**config.mk**
```make
export PLATFORM = sky130hd
export DESIGN_NAME = gray_ptr_sync
export DESIGN_NICKNAME = d
export VERILOG_FILES = /design/src/rtl/gray_ptr_sync.sv
export SDC_FILE = /design/constraint.sdc
export NUM_CORES = 1
export LEC_CHECK = 0
export CAP_MARGIN = 5
export CELL_PAD_IN_SITES_DETAIL_PLACEMENT = 1
export CELL_PAD_IN_SITES_GLOBAL_PLACEMENT = 2
export CORE_MARGIN = 2
export CORE_UTILIZATION = 33
export CTS_BUF_LIST = sky130_fd_sc_hd__clkbuf_8
export DETAILED_ROUTE_END_ITERATION = 6
export PLACE_DENSITY_LB_ADDON = 0.1
export SLEW_MARGIN = 30
export SYNTH_ARGS = -nofsm -noshare
export SYNTH_HDL_FRONTEND = slang
export SYNTH_SLANG_ARGS = --single-unit
export TNS_END_PERCENT = 20
```
**constraint.sdc**
```tcl
create_clock -name clk -period 2.24 [get_ports clk]
set_input_delay 0.672 -clock clk [delete_from_list [all_inputs] [get_ports clk]]
set_output_delay 0.672 -clock clk [all_outputs]
set_load 0.005 [all_outputs]
```
**src/rtl/gray_ptr_sync.sv**
```systemverilog
// gray_ptr_sync
//   Multi-stage synchroniser for a Gray-coded FIFO pointer, clocked in the
//   destination domain. The pointer passes through a plain flop chain, is
//   converted to binary and registered, and a one-cycle pulse marks each
//   change of the registered binary value.
//
// Optional feature macro: GRAY_SYNC_DELTA_EN
//   When defined, adds ptr_delta: the forward distance (mod 2^PTR_W) of the
//   last update, valid in the same cycle as ptr_changed, 0 otherwise.
//
// Ports
//   clk         destination-domain clock
//   rst         asynchronous active-high reset, clears every register
//   sclr        synchronous active-high clear
//   async_grey  Gray pointer from the source domain (asynchronous)
//   sync_grey   synchronised Gray pointer (last chain stage)
//   sync_bin    registered binary form of sync_grey
//   ptr_changed one-cycle pulse when sync_bin takes a new value
//   ptr_delta   forward distance of the last update (GRAY_SYNC_DELTA_EN only)
module gray_ptr_sync #(
    parameter int PTR_W  = 5,
    parameter int STAGES = 2
) (
    input  logic             clk,
    input  logic             rst,
    input  logic             sclr,
    input  logic [PTR_W-1:0] async_grey,
    output logic [PTR_W-1:0] sync_grey,
    output logic [PTR_W-1:0] sync_bin,
    output logic             ptr_changed
`ifdef GRAY_SYNC_DELTA_EN
    ,
    output logic [PTR_W-1:0] ptr_delta
`endif
);

    generate
        if (STAGES < 2 || STAGES > 4) begin : g_bad_stages
            $error("gray_ptr_sync: STAGES must be in 2..4");
        end
        if (PTR_W < 2 || PTR_W > 16) begin : g_bad_width
            $error("gray_ptr_sync: PTR_W must be in 2..16");
        end
    endgenerate

    logic [PTR_W-1:0] s_q [STAGES];
    logic [PTR_W-1:0] s_d [STAGES];
    logic [PTR_W-1:0] sync_bin_q, sync_bin_d;
    logic             ptr_changed_q, ptr_changed_d;
    logic [PTR_W-1:0] bin_next;

    // Each binary bit is the XOR of all Gray bits at and above it.
    always_comb begin
        bin_next = '0;
        for (int i = 0; i < PTR_W; i++) begin
            bin_next[i] = ^(s_q[STAGES-1] >> i);
        end
    end

    // Chain has no logic between stages other than the clear mux.
    always_comb begin
        for (int i = 0; i < STAGES; i++) begin
            s_d[i] = '0;
        end
        sync_bin_d    = '0;
        ptr_changed_d = 1'b0;
        if (!sclr) begin
            s_d[0] = async_grey;
            for (int i = 1; i < STAGES; i++) begin
                s_d[i] = s_q[i-1];
            end
            sync_bin_d    = bin_next;
            ptr_changed_d = (bin_next != sync_bin_q);
        end
    end

    always_ff @(posedge clk or posedge rst) begin
        if (rst) begin
            for (int i = 0; i < STAGES; i++) begin
                s_q[i] <= '0;
            end
            sync_bin_q    <= '0;
            ptr_changed_q <= 1'b0;
        end else begin
            for (int i = 0; i < STAGES; i++) begin
                s_q[i] <= s_d[i];
            end
            sync_bin_q    <= sync_bin_d;
            ptr_changed_q <= ptr_changed_d;
        end
    end

    assign sync_grey   = s_q[STAGES-1];
    assign sync_bin    = sync_bin_q;
    assign ptr_changed = ptr_changed_q;

`ifdef GRAY_SYNC_DELTA_EN
    logic [PTR_W-1:0] ptr_delta_q, ptr_delta_d;

    // Modular subtraction handles wrap-around with no special case.
    always_comb begin
        ptr_delta_d = '0;
        if (!sclr && (bin_next != sync_bin_q)) begin
            ptr_delta_d = bin_next - sync_bin_q;
        end
    end

    always_ff @(posedge clk or posedge rst) begin
        if (rst) begin
            ptr_delta_q <= '0;
        end else begin
            ptr_delta_q <= ptr_delta_d;
        end
    end

    assign ptr_delta = ptr_delta_q;
`endif

endmodule

```
## Word level (Yosys, flattened, before mapping)

Index checks and enable logic that the tools add are counted.

| cells by class | value |
|---|---|
| equal/unequal tests | 1 |
| multiplexer cells | 3 |
| reductions and logical operators | 5 |

Operators with widths:

| cell | count |
|---|---|
| $reduce_xor A5 Y1 | 5 |
| $mux W10 | 1 |
| $mux W5 | 1 |
| $ne A5 B5 Y1 | 1 |
| $mux W1 | 1 |

| word-level totals | value |
|---|---|
| bits in registers | 16 |
| bits of input ports | 8 |
| output and inout port bits | 11 |
| word-level logic and storage cells | 13 |

## Longest topological paths before layout

| depth | value |
|---|---|
| word-level depth | 3 |
| depth in mapped cells | 4 |
| mapped depth without buffers | 4 |

## Worst setup path before layout

Ideal clock, no wire load.

| timing path | value |
|---|---|
| path kind | flip-flop to flip-flop |
| from | register s_q, in the netlist sync_grey[2] |
| to | register ptr_changed_q, in the netlist ptr_changed |
| library setup time | 0.124 ns |
| arrival | 1.319 ns |
| required time | 2.116 ns |
| setup slack | 0.797 ns |
| stages on the path, launching flop included | 5 |
| buffers on the path | 0 |
| clock period less this slack | 1.443 ns |
| path through | dfrtp_1 -> xnor3_2 -> xnor2_4 -> nor3_1 -> a211o_1 |

| between the ends | value |
|---|---|
| word-level cells in the longest chain between the ends | 3 |
| elaborated cells between the ends (all ways) | 5 |
| those cells by class | eq/ne (1); mux (1); reduce/logical (3) |

Ends and longest elaborated chain:

| element | RTL line | RTL |
|---|---|---|
| start, declared | 46 | `logic [PTR_W-1:0] s_q [STAGES];` |
| start signal, assigned by index | 86 | `s_q[i] <= s_d[i];` |
| $reduce_xor A5 Y1 | 56 | `bin_next[i] = ^(s_q[STAGES-1] >> i);` |
| $ne A5 B5 Y1 (*) | 73 | `ptr_changed_d = (bin_next != sync_bin_q);` |
| $mux W1 (*) | 67 | `if (!sclr) begin` |
| via ptr_changed_d | 49 | `logic ptr_changed_q, ptr_changed_d;` |
| end signal, assigned | 89 | `ptr_changed_q <= ptr_changed_d;` |
| end, declared | 49 |  |

The timed path passes the listed nets; every way through them passes the cells marked *.

## Worst setup path after layout

| timing path | value |
|---|---|
| from | register s_q, in the netlist sync_grey[4] |
| to | output port sync_grey[4] |

RTL lines:

| element | RTL line | RTL |
|---|---|---|
| end, declared | 28 | `output logic [PTR_W-1:0] sync_grey,` |

No word-level cell between the ends.

==> impl_metrics.xml <==
<?xml version="1.0" encoding="UTF-8"?>
<metrics>
  <group name="sta">
    <metric name="fin_crit_sh" unit="">0.844</metric>
    <metric name="tns" unit="ns">0</metric>
    <metric name="tmin_final" unit="ns">1.89</metric>
    <metric name="timing.max_slew.rel_slack" unit="">0.594</metric>
    <metric name="finalSetupViolCount" unit="">0</metric>
    <metric name="worst-slew-pin-transition" unit="ns">0.609</metric>
    <metric name="worst_slack" unit="ns">0.349</metric>
    <metric name="hold_slack" unit="ns">0.460</metric>
    <metric name="rsz0062_at_grt" unit="">false</metric>
    <metric name="finalHoldViolations" unit="">0</metric>
    <metric name="clock-skew-final" unit="ns">0.00263</metric>
    <metric name="slew_viol_final" unit="">0</metric>
    <metric name="timing.fmax" unit="MHz">529</metric>
  </group>
  <group name="pwr">
    <metric name="power.leakage" unit="nW">0.406</metric>
    <metric name="report.power.total" unit="mW">0.621</metric>
    <metric name="power.density" unit="nW/um^2">684</metric>
    <metric name="ir_drop" unit="mV">0.362</metric>
  </group>
  <group name="run_status">
    <metric name="outcome" unit="">finished clean</metric>
  </group>
  <group name="global_route">
    <metric name="grt_usage" unit="">0.110</metric>
    <metric name="global_route_wire_length_before_repair" unit="um">1950</metric>
    <metric name="grt_pass1_vias" unit="">439</metric>
    <metric name="maximum_number_of_pins_on_one_net_before_global_route_repair" unit="">17</metric>
    <metric name="global_route_total_overflow" unit="">0</metric>
    <metric name="grt_antenna_before_repair" unit="">0</metric>
  </group>
  <group name="floorplanning">
    <metric name="ios" unit="">19</metric>
    <metric name="core_area" unit="sq um">1960</metric>
    <metric name="floorplan.die_area" unit="sq um">2460</metric>
    <metric name="chipWidth" unit="um">49.6</metric>
    <metric name="initial_utilization" unit="">0.350</metric>
    <metric name="number_of_placement_rows" unit="">16</metric>
    <metric name="die_h" unit="um">49.6</metric>
  </group>
  <group name="worst_setup_path">
    <metric name="reg_to_reg_critical_path_endpoint" unit="">ptr_changed</metric>
    <metric name="critical_path.n_buffers_inverters" unit="">1</metric>
    <metric name="cp_data_arrival_time" unit="ns">1.22</metric>
    <metric name="critical_path.max_fanout" unit="">7</metric>
    <metric name="timing.setup.critical_path_class" unit="">register to output port</metric>
    <metric name="reg2reg_path_depth" unit="">4</metric>
    <metric name="crit_path_max_incr_delay" unit="ns">0.54</metric>
    <metric name="reg2reg_slack" unit="ns">0.73</metric>
    <metric name="worst-endpoint-required" unit="ns">1.57</metric>
    <metric name="worstSetupStartpointType" unit="">register</metric>
    <metric name="cells_along_the_critical_path" unit="">clkdlybuf4s50_1</metric>
    <metric name="worstSetupEndpointType" unit="">output port</metric>
    <metric name="critical-path-top-delay-family" unit="">buffers and inverters</metric>
    <metric name="crit_path_top_delay_cell" unit="">sky130_fd_sc_hd__clkdlybuf4s50_1</metric>
    <metric name="reg2reg_from" unit="">sync_grey[3]</metric>
  </group>
  <group name="clock_tree">
    <metric name="insertion_delay" unit="ns">0.24</metric>
    <metric name="postCtsSetupRepairBufs" unit="">0</metric>
    <metric name="clkTransAtPathRegs" unit="ns">0.06</metric>
    <metric name="cts.sink_count" unit="">16</metric>
    <metric name="post_cts_resize_count" unit="">0</metric>
    <metric name="clock_path_buffers" unit="">2</metric>
    <metric name="numCtsBuffers" unit="">3</metric>
    <metric name="hold_buffers" unit="">0</metric>
    <metric name="cts_root_buf" unit="">sky130_fd_sc_hd__clkbuf_8</metric>
    <metric name="cts_htree_levels" unit="">1</metric>
    <metric name="clock_tree_from_tritoncts" unit="">yes</metric>
  </group>
  <group name="yosys">
    <metric name="yosysWarningCount" unit="">0</metric>
    <metric name="postSynthNetCount" unit="">63</metric>
    <metric name="synth_cells" unit="">55</metric>
    <metric name="synthDominantAreaCellType" unit="">sky130_fd_sc_hd__dfrtp_1</metric>
    <metric name="yosys_register_bits" unit="">16</metric>
    <metric name="yosysSeqAreaShare" unit="">0.583</metric>
    <metric name="synth.area.top_cells" unit="">sky130_fd_sc_hd__dfrtp_1 (58%), sky130_fd_sc_hd__nor2b_1 (11%), sky130_fd_sc_hd__buf_4 (5.5%)</metric>
    <metric name="mappedNetlistArea" unit="sq um">687</metric>
    <metric name="yosysUniqueCellTypes" unit="">20</metric>
    <metric name="syn_avg_cell_area" unit="sq um">12.5</metric>
    <metric name="portion_of_synthesized_cell_area_occupied_by_the_leading_cell_type" unit="">0.583</metric>
  </group>
  <group name="route">
    <metric name="wire_per_inst" unit="um">11.1</metric>
    <metric name="final_routed_wirelength_across_all_metal_layers" unit="um">1090</metric>
    <metric name="drt_first_pass_iters" unit="">1</metric>
    <metric name="detailed_router_s_first_iteration_violation_count" unit="">0</metric>
    <metric name="vias_per_cell" unit="">4.37</metric>
    <metric name="drc_errors" unit="">0</metric>
    <metric name="final_antenna_net_count" unit="">0</metric>
    <metric name="vias" unit="">428</metric>
  </group>
  <group name="min_path">
    <metric name="worst_hold_path.num_cells" unit="">1</metric>
    <metric name="holdPathEnd" unit="">sync_grey[3]</metric>
    <metric name="min_from" unit="">s_q[8]</metric>
    <metric name="timing.hold.worst.class" unit="">register to register</metric>
  </group>
  <group name="placed_design">
    <metric name="io_buffers" unit="">18</metric>
    <metric name="globalplace.congestion" unit="">0.661</metric>
    <metric name="detailedPlace.worstSlack" unit="ns">0.537</metric>
    <metric name="dpl.hpwl" unit="um">817</metric>
  </group>
  <group name="layout">
    <metric name="nets" unit="">81</metric>
    <metric name="area_growth_syn_to_layout" unit="%">32.2</metric>
    <metric name="layout-drive-gt1-share" unit="">0.0845</metric>
    <metric name="diodes" unit="">0</metric>
  </group>
  <group name="flow_run">
    <metric name="drv_cap" unit="">0</metric>
  </group>
</metrics>
==> report_power, final <==
part	internal, mW	switching, mW
Clock	0.119	0.0886
Sequential	0.307	0.0109
Combinational	0.0601	0.0354
==> worst reg2reg max path: stages, from the launching register on <==
cell	delay, ns
sky130_fd_sc_hd__dfrtp_1	0.43
sky130_fd_sc_hd__xnor3_2	0.44
sky130_fd_sc_hd__xnor2_4	0.20
sky130_fd_sc_hd__nor3_1	0.07
sky130_fd_sc_hd__a211o_1	0.26
==> area by class of cell <==
class	count	area (sq um)
Clock buffer	3	41.3
Fill cell	228	1050
Inverter	1	3.75
Multi-Input combinational cell	32	241
Sequential cell	16	400
Tap cell	27	33.8
Timing Repair Buffer	19	188
==> through the flow <==
stage           util  area [sq um]  instances
2_1_floorplan      -           687         55
3_3_place_gp   0.442           867         95
3_5_place_dp   0.442           867         95
4_1_cts        0.463           908         98
5_1_grt        0.463           908         98
6_report       0.463           908         98
==> worst max path at each step <==
stage	from	end	depth (start not counted)
2_1_floorplan	sync_grey[2]	ptr_changed	4
3_3_place_gp	sclr	ptr_changed	3
3_5_place_dp	sclr	ptr_changed	3
4_1_cts	sync_grey[1]	sync_grey[1]	1
5_1_grt	sync_grey[1]	sync_grey[1]	1
6_report	sync_grey[4]	sync_grey[4]	1
==> cells in the final DEF, fill, tap and decap left out, drive strengths merged <==
| master | count |
|---|---|
| nand2b | 1 |
| xnor2 | 1 |
| and2 | 1 |
| nor2 | 3 |
| mux2i | 1 |
| dfrtp | 16 |
| clkdlybuf4s50 | 18 |
| a311oi | 1 |
| nor3 | 2 |
| a211oi | 1 |
| inv | 1 |
| buf | 1 |
| xor2 | 2 |
| nand3 | 1 |
| or3 | 1 |
| a211o | 1 |
| a21oi | 2 |
| xnor3 | 1 |
| nor2b | 12 |
| or2b | 1 |
| clkbuf | 3 |
==> metal layers <==
metal | part of all wire | wire length (um) | global-route usage | vias up
li1 | - | - | - | 207
met1 | 0.46 | 503 | 0.139 | 198
met2 | 0.44 | 478 | 0.162 | 19
met3 | 0.071 | 77 | 0.0333 | 4
met4 | 0.027 | 29 | 0.0694 | 0
met5 | 0 | 0 | 0 | -
==> kinds of logic after synthesis <==
family | after synthesis | synth area share
buffers and inverters | 7 | 0.0656
AOI/OAI and AO/OA | 5 | 0.0510
and+or+nand+nor | 22 | 0.186
muxes | 1 | 0.0146
DFF | 16 | 0.583
xor gates and xnor gates | 4 | 0.100
==> synth_stat cells (all sizes together) <==
master / instances
and2: 1
xnor3: 1
a211oi: 1
nor2b: 12
buf: 5
nand2b: 1
or2b: 1
dfrtp: 16
a21oi: 2
xor2: 2
nor2: 3
clkbuf: 1
xnor2: 1
inv: 1
nand3: 1
mux2i: 1
nor3: 2
a311oi: 1
a211o: 1
or3: 1
==> sequential cells by signal, indices dropped and copies added, names as in the netlist <==
register / count
ptr_changed: 1
s_q: 5
sync_bin: 5
sync_grey: 5
(Power assumes the default switching activity.)
